===== src/rtl/keypad_scan_module.sv =====
// 4x4 matrix keypad scanner: drives rows one-cold, samples synchronized
// columns once per row slot, debounces whole-keypad frames and reports
// each new single-key press once, shifting its code into a 6-digit buffer.
//
// Key_Valid is a one-cycle event pulse with no back-pressure: Key_Code and
// Number_Sig are already updated in the pulse cycle and stay valid until
// the next pulse.
module keypad_scan_module #(
    parameter int SCAN_TICKS      = 50000,
    parameter int DEBOUNCE_FRAMES = 10
) (
    input  logic        CLK,
    input  logic        RST_N,
    input  logic [3:0]  Col_Sig,
    output logic [3:0]  Row_Sig,
    output logic        Key_Valid,
    output logic [3:0]  Key_Code,
    output logic        Key_Down,
    output logic [23:0] Number_Sig
);

    localparam int            TW         = (SCAN_TICKS > 1) ? $clog2(SCAN_TICKS) : 1;
    localparam logic [TW-1:0] TICK_LAST  = TW'(SCAN_TICKS - 1);
    localparam logic [7:0]    STABLE_MAX = 8'(DEBOUNCE_FRAMES);

    logic [3:0]    col_meta_q, col_sync_q;
    logic [TW-1:0] tick_q, tick_d;
    logic [1:0]    row_q, row_d;
    logic [11:0]   acc_q, acc_d;       // rows 0..2 of the frame being built
    logic [15:0]   prev_q, prev_d;     // previous raw frame
    logic [15:0]   deb_q, deb_d;       // debounced keypad state
    logic [15:0]   deb_old_q, deb_old_d;
    logic [7:0]    stable_q, stable_d;
    logic          upd_q, upd_d;       // debounced state was loaded last edge
    logic          valid_q, valid_d;
    logic [3:0]    code_q, code_d;
    logic          down_q;
    logic [23:0]   num_q, num_d;

    logic        slot_end, frame_end, load_deb, single;
    logic [3:0]  pressed;
    logic [15:0] frame_new;
    logic [3:0]  key_idx;

    function automatic logic [3:0] bit_index(input logic [15:0] v);
        logic [3:0] r;
        r = '0;
        for (int i = 0; i < 16; i++) begin
            if (v[i]) r = 4'(i);
        end
        return r;
    endfunction

    // Two-flop synchronizer on the asynchronous column lines.
    always_ff @(posedge CLK or negedge RST_N) begin
        if (!RST_N) begin
            col_meta_q <= 4'b1111;
            col_sync_q <= 4'b1111;
        end else begin
            col_meta_q <= Col_Sig;
            col_sync_q <= col_meta_q;
        end
    end

    // Scan timing, frame assembly and debounce next-state logic.
    always_comb begin
        slot_end  = (tick_q == TICK_LAST);
        frame_end = slot_end && (row_q == 2'd3);
        pressed   = ~col_sync_q;
        frame_new = {pressed, acc_q};

        tick_d    = slot_end ? '0 : tick_q + 1'b1;
        row_d     = slot_end ? row_q + 2'd1 : row_q;

        acc_d = acc_q;
        if (slot_end) begin
            case (row_q)
                2'd0:    acc_d[3:0]  = pressed;
                2'd1:    acc_d[7:4]  = pressed;
                2'd2:    acc_d[11:8] = pressed;
                default: acc_d       = acc_q;
            endcase
        end

        stable_d = stable_q;
        prev_d   = prev_q;
        if (frame_end) begin
            prev_d = frame_new;
            if (frame_new != prev_q)        stable_d = 8'd0;
            else if (stable_q < STABLE_MAX) stable_d = stable_q + 8'd1;
        end

        load_deb  = frame_end && (stable_d == STABLE_MAX);
        deb_d     = load_deb ? frame_new : deb_q;
        deb_old_d = load_deb ? deb_q : deb_old_q;
        upd_d     = load_deb;
    end

    // Scanner and debounce state registers.
    always_ff @(posedge CLK or negedge RST_N) begin
        if (!RST_N) begin
            tick_q    <= '0;
            row_q     <= 2'd0;
            acc_q     <= '0;
            prev_q    <= '0;
            deb_q     <= '0;
            deb_old_q <= '0;
            stable_q  <= '0;
            upd_q     <= 1'b0;
        end else begin
            tick_q    <= tick_d;
            row_q     <= row_d;
            acc_q     <= acc_d;
            prev_q    <= prev_d;
            deb_q     <= deb_d;
            deb_old_q <= deb_old_d;
            stable_q  <= stable_d;
            upd_q     <= upd_d;
        end
    end

    // A press is a debounced change from all-released to exactly one key.
    always_comb begin
        single  = (deb_q != 16'd0) && ((deb_q & (deb_q - 16'd1)) == 16'd0);
        key_idx = bit_index(deb_q);
        valid_d = upd_q && single && (deb_old_q == 16'd0);
        code_d  = valid_d ? key_idx : code_q;
        num_d   = valid_d ? {num_q[19:0], key_idx} : num_q;
    end

    // Output registers: press pulse, held code, entry buffer, key-down level.
    always_ff @(posedge CLK or negedge RST_N) begin
        if (!RST_N) begin
            valid_q <= 1'b0;
            code_q  <= 4'd0;
            num_q   <= '0;
            down_q  <= 1'b0;
        end else begin
            valid_q <= valid_d;
            code_q  <= code_d;
            num_q   <= num_d;
            down_q  <= |deb_q;
        end
    end

    assign Row_Sig    = ~(4'b0001 << row_q);
    assign Key_Valid  = valid_q;
    assign Key_Code   = code_q;
    assign Key_Down   = down_q;
    assign Number_Sig = num_q;

endmodule

===== config.mk =====
export PLATFORM = sky130hd
export DESIGN_NAME = keypad_scan_module
export DESIGN_NICKNAME = d
export VERILOG_FILES = /design/src/rtl/keypad_scan_module.sv
export SDC_FILE = /design/constraint.sdc
export NUM_CORES = 1
export LEC_CHECK = 0
export BUFFER_PORTS_ARGS = -buffer_cell sky130_fd_sc_hd__buf_2
export CAP_MARGIN = 20
export CORE_MARGIN = 5
export CORE_UTILIZATION = 40
export CTS_CLUSTER_SIZE = 28
export DETAILED_ROUTE_END_ITERATION = 7
export PLACE_DENSITY = 0.6
export SLEW_MARGIN = 20
export SYNTH_ARGS = -nofsm -noshare
export SYNTH_HDL_FRONTEND = slang
export SYNTH_SLANG_ARGS = --single-unit

===== constraint.sdc =====
create_clock -name CLK -period 3.9 [get_ports CLK]
set_clock_uncertainty 0.15 [all_clocks]
set_input_delay 0.195 -clock CLK [delete_from_list [all_inputs] [get_ports CLK]]
set_output_delay 0.195 -clock CLK [all_outputs]
set_load 0.01 [all_outputs]

==> flow_summary.toml <==
[pwr]
power_leakage_nw = 3.249
peakVddDrop_uv = 240.7
p_total_mw = 2.857
powerDensity_mw_per_mm2 = 448.6

[route]
route.met3.wl_um = 511
wire_per_inst_um = 14.85
vias = 3420
initialDrtViolationCount = 222
drt-met1-wl_um = 4848
route.met2.wl_um = 4802
drt-vias-per-instance = 4.942
wirelength_um = 10270
drc = 0
dr.max_layer_used = "met4"
drtPass1Iterations = 4
ant_nets = 0

[worst_setup_path]
path_class = "reg2reg"
max_stage_delay_ns = 0.69
slowest_stage = "or4_1"
cp.required_ns = 4.04
worstPathCellList = "or4_1, o41ai_4, or4b_4, nor4b_4, and2_4, mux2_2"
cp.arrival_ns = 3.46
startpoint_type = "flop"
path_max_fanout = 24
worstSetupEndpointType = "flop"

[timing]
slew_viol_final = 0
rsz0062_at_grt = "no"
min_period_ns = 3.312
timing.setup.tns_ns = 0
hold_viol = 0
max_clock_freq_mhz = 301.9
period_share_pct = 84.93
relSlewSlack_pct = 41.47
worst_slew_pin_slew_ns = 0.8780
setup_viol = 0

[clock_tree]
cts_tree = "built"
cts.path.max_buffers = 2
clock_sinks = 121
numCtsBuffers = 17
clk_latency_ns = 0.41
clk_root_buffer_cell = "clkbuf_16"
h-tree-depth = 4
clk_pin_slew_ns = 0.05

[grt]
grt_pass1_wl_um = 17570
grt_max_degree = 70
grt.total_usage_pct = 13.89
antenna_found_initial = 0
grt_pass1_vias = 3493
grt_remaining_overflow = 0

[floorplan]
initial_core_util_pct = 40.98
die_h_um = 126.7
die_area_mm2 = 0.01606
coreArea_mm2 = 0.01330
die_w_um = 126.7
rows = 42
io_pins = 40

[synthesis]
yosysTopAreaCellShare_pct = 51.89
yosysTopAreaCell = "dfrtp_1"
syn-instance-count = 457
synth_edf_count = 0
yosys_warnings = 0
synth_ff_type = "dfrtp_1"
syn_nets = 469
yosysUniqueCellTypes = 54
synth_area_leaders = "dfrtp_1 52%, mux2_2 6.6%, mux2_4 4.7%"
synth-seq-cells = 121
async_reset_ff_share_pct = 100.0
synth.cell_area_mm2 = 0.005449
ys_seq_area_share_pct = 55.75
syn_area_per_cell_um2 = 11.92

[layout]
final_nets = 515
num_antenna_cells = 0
final_core_util_pct = 47.91
area_delta_synth_final_pct = 16.90
drive_above_1_share_pct = 27.33

[place]
place_hpwl_um = 6908
place.gp.congestion = 0.8452
io_buffer_count = 39

[job]
drv_cap = 0

[min_path]
hp-class = "reg2reg"

[run_status]
status = "complete, no violations"
per-layer routing:
| layer | track usage [%] | vias up |
|---|---|---|
| met1 | 17.62 | 1661 |
| met5 | 0 | - |
| met3 | 5.002 | 9 |
| li1 | - | 1681 |
| met4 | 5.426 | 0 |
| met2 | 21.76 | 69 |
path summary, 6_finish.rpt:
check	start	endpoint	slack, ns	cells past startpoint
max in group asynchronous	RST_N	col_sync_q[0]$_DFF_PN1_	2.37	3
min	col_meta_q[3]$_DFF_PN1_	col_sync_q[3]$_DFF_PN1_	0.20	0
max reg2reg	deb_q[4]$_DFFE_PN0P_	Number_Sig[4]$_DFFE_PN0P_	0.59	6
max	deb_q[4]$_DFFE_PN0P_	Number_Sig[4]$_DFFE_PN0P_	0.59	6
min in group asynchronous	RST_N	Number_Sig[13]$_DFFE_PN0P_	0.31	2
min reg2reg	col_meta_q[3]$_DFF_PN1_	col_sync_q[3]$_DFF_PN1_	0.20	0
worst max-delay path, delay by kind of cell, from the launching register on:
kind / cells / cell delay (ns)
flip-flops: 1 / 0.46
AO/OA/AOI/OAI: 1 / 0.28
AND/OR/NAND/NOR: 4 / 1.91
multiplexers: 1 / 0.38
power by group:
| group | total (mW) | internal, mW | switching [mW] |
|---|---|---|---|
| combinational | 0.0371 | 0.00969 | 0.0274 |
| clock | 1.55 | 1.02 | 0.525 |
| sequential | 1.27 | 1.26 | 0.00615 |
| total | 2.86 | 2.30 | 0.559 |
sequential cells by signal, indices dropped and copies added, names as in the netlist:
| name | flops |
|---|---|
| col_sync_q | 4 |
| Key_Code | 3 |
| stable_q | 8 |
| Key_Down | 1 |
| row_q | 2 |
| deb_q | 16 |
| col_meta_q | 4 |
| prev_q | 16 |
| upd_q | 1 |
| Number_Sig | 21 |
| tick_q | 16 |
| deb_old_q | 16 |
| acc_q | 12 |
| Key_Valid | 1 |
Yosys cell counts (5+ instances only):
cell type,n
clkbuf_1,7
xnor2_1,12
ha_1,6
nor2_1,33
mux2_4,17
inv_1,15
and3_1,5
a21oi_1,21
dfrtp_1,113
nor2b_1,5
nor3_1,5
nand4_1,7
o21ai_0,9
nand3_1,11
mux2_2,32
and2_1,6
xor2_1,20
nor4_1,12
dfstp_2,8
nand2_1,54
cells in the final DEF (no fill, tap or decap), drive strengths merged, types with 2 or more instances in the layout:
master and instances:
nand2 54, a2bb2oi 2, nand4 7, a22oi 2, dfrtp 113, or4 5
ha 6, nor2b 5, inv 15, nor4bb 2, and4 4, o31ai 4
mux2 49, buf 44, a2111oi 2, nor3 5, dlygate4sd3 5, nor4b 2
and3 5, mux2i 4, a21oi 21, xor2 20, nor2 33, dfstp 8
bufinv 2, xnor2 12, clkbuf 26, o41ai 2, o21ai 9, nor4 13
clkinv 3, and2 7, nand3 11
through the flow:
stage / area [um2] / setup slack [ns] / hold slack (ns) / cells
2_1_floorplan: 5449 / 0.8064 / -0.2506 / 457
3_3_place_gp: 5724 / 0.6769 / 0.1510 / 655
3_5_place_dp: 5724 / 0.6071 / 0.1519 / 655
4_1_cts: 6370 / 0.5707 / 0.2046 / 692
5_1_grt: 6370 / 0.4194 / 0.2063 / 692
6_report: 6370 / 0.5876 / 0.2035 / 692
repair_timing:
action,CTS,global route
buffers inserted,0,0
hold endpoints to repair,67,0
hold buffers,5,0
gates resized for setup,0,0
area by class of cell:
class	instances	area (um2)
tap	176	220.2
inverter	15	56.30
multi-input combinational	299	2175
fill	1213	6925
timing repair buffer	49	285.3
clock buffer	26	509.2
sequential	121	3038
clock inverter	6	86.33
cells by family (layout without fill, tap and decap cells):
family,count (synthesis),in the layout,share of synthesized area (%)
buffers and inverters,37,96,4.340
and+or+nand+nor,157,157,14.88
muxes,53,53,12.03
DFF,121,121,55.75
xor gates and xnor gates,32,32,5.144
adders and majority gates,6,6,1.378
AOI/OAI and AO/OA,51,51,6.476
(Power assumes the default switching activity.)
